**config.mk**
```make
export PLATFORM = sky130hd
export DESIGN_NAME = stream_output_arbiter
export DESIGN_NICKNAME = d
export VERILOG_FILES = /design/src/rtl/stream_output_arbiter_pkg.sv /design/src/rtl/stream_output_arbiter_rr_priority_pick.sv /design/src/rtl/stream_output_arbiter.sv
export SDC_FILE = /design/constraint.sdc
export NUM_CORES = 1
export LEC_CHECK = 0
export ABC_AREA = 1
export BUFFER_PORTS_ARGS = -buffer_cell sky130_fd_sc_hd__buf_2
export CAP_MARGIN = 20
export CORE_ASPECT_RATIO = 0.8
export CORE_MARGIN = 4
export CORE_UTILIZATION = 47
export CTS_BUF_LIST = sky130_fd_sc_hd__clkbuf_8
export CTS_CLUSTER_SIZE = 30
export DETAILED_ROUTE_END_ITERATION = 16
export GPL_ROUTABILITY_DRIVEN = 0
export GPL_TIMING_DRIVEN = 0
export PLACE_DENSITY = 0.83
export SYNTH_ARGS = -nofsm -noshare
export SYNTH_HDL_FRONTEND = slang
export SYNTH_SLANG_ARGS = --single-unit
export TNS_END_PERCENT = 30
```
**constraint.sdc**
```tcl
create_clock -name clk -period 1.9 [get_ports clk]
set_input_delay 0.19 -clock clk [delete_from_list [all_inputs] [get_ports clk]]
set_output_delay 0.19 -clock clk [all_outputs]
set_load 0.005 [all_outputs]
```
**src/rtl/stream_output_arbiter_pkg.sv**
```systemverilog
// Shared types and constants for the stream output arbiter.
package stream_output_arbiter_pkg;

  localparam int unsigned STATE_W     = 2;
  localparam int unsigned BURST_CNT_W = 8;

  typedef enum logic [STATE_W-1:0] {
    ARB     = 2'd0,
    CAPTURE = 2'd1,
    SEND    = 2'd2
  } state_t;

endpackage

```
**src/rtl/stream_output_arbiter_rr_priority_pick.sv**
```systemverilog
// Round-robin pick: first requester strictly after last_grant, with wrap.
module rr_priority_pick #(
  parameter int unsigned NUM_IN = 4,
  parameter int unsigned SEL_W  = 2
) (
  input  logic [NUM_IN-1:0] req,
  input  logic [SEL_W-1:0]  last_grant,
  output logic [SEL_W-1:0]  pick,
  output logic              valid
);

  int unsigned pos;

  always_comb begin
    pick  = '0;
    valid = 1'b0;
    pos   = 0;
    for (int unsigned k = 1; k <= NUM_IN; k++) begin
      pos = (32'(last_grant) + k) % NUM_IN;
      if (!valid && req[SEL_W'(pos)]) begin
        pick  = SEL_W'(pos);
        valid = 1'b1;
      end
    end
  end

endmodule

```
**src/rtl/stream_output_arbiter.sv**
```systemverilog
// Round-robin, burst-limited arbiter sharing one stb/ack output among NUM_IN producers.
module stream_output_arbiter
  import stream_output_arbiter_pkg::*;
#(
  parameter int unsigned NUM_IN    = 4,
  parameter int unsigned WIDTH     = 32,
  parameter int unsigned MAX_BURST = 8,
  parameter int unsigned SEL_W     = 2
) (
  input  logic                    clk,
  input  logic                    rst,
  input  logic [NUM_IN*WIDTH-1:0] in_data,
  input  logic [NUM_IN-1:0]       in_stb,
  output logic [NUM_IN-1:0]       in_ack,
  output logic [WIDTH-1:0]        out_data,
  output logic                    out_stb,
  input  logic                    out_ack,
  output logic [SEL_W-1:0]        out_source,
  output logic                    busy,
  output logic                    exception
);

  localparam int unsigned CNT_CMP_W = BURST_CNT_W + 1;

  state_t                 state, state_nxt;
  logic [SEL_W-1:0]       grant, grant_nxt;
  logic [SEL_W-1:0]       last_grant, last_grant_nxt;
  logic [BURST_CNT_W-1:0] burst_cnt, burst_cnt_nxt;
  logic [WIDTH-1:0]       out_data_nxt;
  logic [SEL_W-1:0]       out_source_nxt;
  logic                   exception_nxt;
  logic [NUM_IN-1:0]      in_ack_nxt;
  logic [WIDTH-1:0]       words [NUM_IN];
  logic [SEL_W-1:0]       pick;
  logic                   pick_valid;
  logic                   burst_more;

  for (genvar i = 0; i < NUM_IN; i++) begin : g_unpack
    assign words[i] = in_data[i*WIDTH +: WIDTH];
  end

  rr_priority_pick #(
    .NUM_IN (NUM_IN),
    .SEL_W  (SEL_W)
  ) u_pick (
    .req        (in_stb),
    .last_grant (last_grant),
    .pick       (pick),
    .valid      (pick_valid)
  );

  // Current grant may keep the channel for another word.
  assign burst_more = (({1'b0, burst_cnt} + CNT_CMP_W'(1)) < CNT_CMP_W'(MAX_BURST))
                      && in_stb[grant];

  always_ff @(posedge clk or negedge rst) begin
    if (!rst) state <= ARB;
    else      state <= state_nxt;
  end

  always_comb begin
    state_nxt = state;
    case (state)
      ARB:     if (pick_valid) state_nxt = CAPTURE;
      CAPTURE: state_nxt = in_stb[grant] ? SEND : ARB;
      SEND:    if (out_ack) state_nxt = burst_more ? CAPTURE : ARB;
      default: state_nxt = ARB;
    endcase
  end

  always_comb begin
    grant_nxt      = grant;
    last_grant_nxt = last_grant;
    burst_cnt_nxt  = burst_cnt;
    out_data_nxt   = out_data;
    out_source_nxt = out_source;
    exception_nxt  = exception;
    in_ack_nxt     = '0;
    case (state)
      ARB: begin
        if (pick_valid) begin
          grant_nxt     = pick;
          burst_cnt_nxt = '0;
        end
      end
      CAPTURE: begin
        if (in_stb[grant]) begin
          out_data_nxt   = words[grant];
          out_source_nxt = grant;
        end else begin
          // Producer withdrew its word before the handshake: flag and drop it.
          exception_nxt  = 1'b1;
          last_grant_nxt = grant;
        end
      end
      SEND: begin
        if (out_ack) begin
          burst_cnt_nxt = burst_cnt + BURST_CNT_W'(1);
          if (!burst_more) last_grant_nxt = grant;
        end
      end
      default: ;
    endcase
    for (int unsigned i = 0; i < NUM_IN; i++) begin
      in_ack_nxt[i] = (state_nxt == CAPTURE) && (grant_nxt == SEL_W'(i));
    end
  end

  always_ff @(posedge clk or negedge rst) begin
    if (!rst) begin
      grant      <= '0;
      last_grant <= SEL_W'(NUM_IN - 1);
      burst_cnt  <= '0;
      out_data   <= '0;
      out_source <= '0;
      out_stb    <= 1'b0;
      in_ack     <= '0;
      busy       <= 1'b0;
      exception  <= 1'b0;
    end else begin
      grant      <= grant_nxt;
      last_grant <= last_grant_nxt;
      burst_cnt  <= burst_cnt_nxt;
      out_data   <= out_data_nxt;
      out_source <= out_source_nxt;
      out_stb    <= (state_nxt == SEND);
      in_ack     <= in_ack_nxt;
      busy       <= (state_nxt != ARB);
      exception  <= exception_nxt;
    end
  end

endmodule
```
==> impl_metrics.json <==
{
  "grtUsageTotal_pct": 25.46,
  "dp_cells": 696,
  "overflow": 0,
  "ys_seq_elements": 55,
  "p_leak_nw": 2.392,
  "ant_nets": 0,
  "cts_sinks": 55,
  "fp-row-count": 27,
  "hp-class": "input pin to register",
  "synth.yosys.seq_area_share_pct": 40.62,
  "cpMaxStageDelayCell": "dfrtp_1",
  "synth-xor-area-share_pct": 1.032,
  "timing.final.crit_share_pct": 91.78,
  "intPower_w": 0.003622,
  "final_layout_size_suffix_gt1_share_pct": 38.25,
  "yosys.area_share.simple_pct": 24.99,
  "antenna_cells": 0,
  "cp_data_arrival_time_ns": 1.93,
  "die_w_um": 103.0,
  "switching_share_pct": 46.14,
  "vdd_drop_max_mv": 0.5660,
  "dieArea_um2": 8654,
  "synthToLayoutAreaGrowth_pct": 32.58,
  "cap_violations": 0,
  "whs_ns": 0.1778,
  "slowest_delay_ns": 0.48,
  "finalHoldViolCount": 0,
  "port_buffers": 175,
  "crit_start": "grant[1]",
  "ioPinCount": 176,
  "power_frac_comb_pct": 60.9,
  "fin_area_um2": 4501,
  "fin_crit_ns": 1.744,
  "rsz0062_at_grt": "false",
  "initial_core_util_pct": 48.78,
  "antenna_found_initial": 0,
  "hp-start": "out_ack",
  "setup_viol": 0,
  "synth_compound_area_share_pct": 16.37,
  "slew_headroom_pct": 54.28,
  "clock_latency_ns": 0.32,
  "reg2reg_depth": 7,
  "nets": 753,
  "synth_fa_ha_area_share_pct": 0.3686,
  "first_pass_iters": 5,
  "report.final.slew_viol_count": 0,
  "seq_power_share_pct": 29.2,
  "worstMarginPinSlew_ns": 0.6857,
  "yosys_warnings": 0,
  "hpwl_um": 8869,
  "synthCells": 433,
  "reg2reg_from": "grant[1]",
  "pre_cts_ws_ns": 0.08820,
  "root_buffer": "clkbuf_8",
  "worstSetupPathType": "register to register",
  "drc_errors": 0,
  "dpl-instance-area_um2": 4399,
  "avgRoutedWirePerCell_um": 15.83,
  "cts_buffers": 5,
  "drt-total-wl_um": 11140,
  "cts_tree": "done",
  "stdcell_count": 704,
  "grt_max_degree": 31,
  "die_height_um": 84.01,
  "syn_area_um2": 3395,
  "nFillCells": 633,
  "clock_power_share_pct": 9.9,
  "hold_path_depth": 3,
  "crit_path_cell_trace": "inv_2, nand3_2, nand2_1, inv_2, nand2_1, buf_1, o221ai_1",
  "path_clk_slew_ns": 0.10,
  "timing.fmax_mhz": 573.5,
  "h-tree-depth": 2,
  "postSynthAreaPerCell_um2": 7.840,
  "vias": 3785,
  "grt_pass1_wl_um": 17450,
  "viasPerCell": 5.376,
  "start_kind": "register",
  "pwr_density_cell_nw_per_um2": 1494,
  "setup_tns_ns": 0,
  "synth.distinct_cells": 28,
  "multiInputGateArea_um2": 1792,
  "cp_data_required_time_ns": 2.08,
  "power.switching_w": 0.003104,
  "status": "complete, no violations",
  "path_max_fanout": 10,
  "core-area_um2": 6959,
  "grt_pass1_vias": 3801,
  "synth_mux_area_share_pct": 9.952,
  "clk_path_buf_depth": 2,
  "worst_slack_ns": 0.1563,
  "finClkSkew_ns": 0.008779,
  "end_kind": "register",
  "synth_nets": 569,
  "drtIter0Drc": 151,
  "synth_top_family_by_area": "simple AND/OR/NAND/NOR gates",
  "seq_area_um2": 1379
}
-- layout make-up --
| class | instances | share of cell area (%) |
|---|---|---|
| Multi-Input combinational cell | 329 | 39.81 |
| Sequential cell | 55 | 30.64 |
| Timing Repair Buffer | 177 | 20.13 |
| Buffer | 24 | 2.975 |
| Tap cell | 87 | 2.419 |
| Inverter | 25 | 2.085 |
| Clock buffer | 6 | 1.835 |
| Clock inverter | 1 | 0.1112 |
-- flip-flops by register name, summed over array words and instances, names as in the netlist --
signal	cells
out_data	32
burst_cnt	8
in_ack	4
grant	2
last_grant	2
out_source	2
state	2
busy	1
exception	1
out_stb	1
-- per-stage QoR --
| step | power (W) | util [%] |
|---|---|---|
| after floorplan | 0.004659 | - |
| after global placement | 0.005882 | 62.93 |
| after detailed placement | 0.006050 | 63.21 |
| after CTS | 0.006723 | 64.62 |
| after global routing | 0.007327 | 64.67 |
| final | 0.006726 | 64.67 |
-- logic make-up after synthesis --
family	count (synthesis)
compound gates	90
xor+xnor	4
fa+ha+maj	1
buf+inv	49
flops	55
mux	32
simple gates	202
-- worst paths after layout --
path	to	slack [ns]
setup / recovery	out_data[30]	0.16
hold / removal	state[0]	0.18
setup reg to reg	out_data[30]	0.16
hold reg to reg	exception	0.47
max in group asynchronous	last_grant[0]	0.79
min in group asynchronous	out_data[0]	0.47
-- Yosys cell counts (all sizes together) --
cell type,count,area share (%)
dfrtp,53,39
mux2i,18,5.3
nand4,2,0.37
o221ai,18,4.6
o22ai,18,3.3
dfstp,2,1.5
a21oi,1,0.15
clkbuf,9,1.0
or2,1,0.26
nand2,99,12
mux2,14,4.6
o21ai,53,8.3
inv,25,2.8
buf,15,2.9
xor2,4,1.0
nand3,20,3.9
ha,1,0.37
nor2,80,8.8
-- cell usage in the layout, fill, tap and decap left out, types with 2 or more instances in the layout --
| cell | instances |
|---|---|
| buf_1 | 3 |
| buf_6 | 3 |
| o21ai_0 | 51 |
| dfrtp_1 | 53 |
| nand3_1 | 15 |
| dfstp_2 | 2 |
| clkbuf_8 | 6 |
| nand2_2 | 7 |
| inv_2 | 7 |
| mux2i_1 | 18 |
| buf_4 | 3 |
| buf_2 | 182 |
| xor2_1 | 4 |
| inv_1 | 18 |
| o221ai_1 | 18 |
| nand3_2 | 4 |
| clkbuf_1 | 7 |
| nand4_1 | 2 |
| nand2_1 | 91 |
| o22ai_1 | 18 |
| mux2_2 | 14 |
| nor2_1 | 80 |
-- power groups by stage --
stage               logic (W)  registers, W  clock network, W
floorplan             0.00268       0.00198                 0
global placement      0.00392       0.00196                 0
detailed placement    0.00408       0.00197                 0
CTS                   0.00408       0.00196          0.000678
global route          0.00457       0.00203          0.000732
finish                0.00410       0.00196          0.000667
-- what timing repair did --
action / 4_1_cts / 5_1_grt
resized for setup: 0 / 6
hold buffers: 1 / 0
endpoints found under the setup margin: 0 / 22
endpoints found under the hold margin: 29 / 0
buffers inserted: 0 / 0
-- layer usage --
metal | up-vias | wire length [um] | global-route usage (%)
li1 | 1828 | - | -
met5 | - | 0 | 0
met4 | 0 | 245 | 8.000
met2 | 208 | 5494 | 45.25
met1 | 1728 | 4351 | 31.08
met3 | 21 | 1053 | 3.926
-- worst max-delay path, delay by kind of cell (launching register included) --
kind	cells	cell delay [ns]
and+or+nand+nor	3	0.31
AOI/OAI and AO/OA	1	0.18
DFF	1	0.48
buffers and inverters	3	0.65
Power figures use the tool's default switching activity.
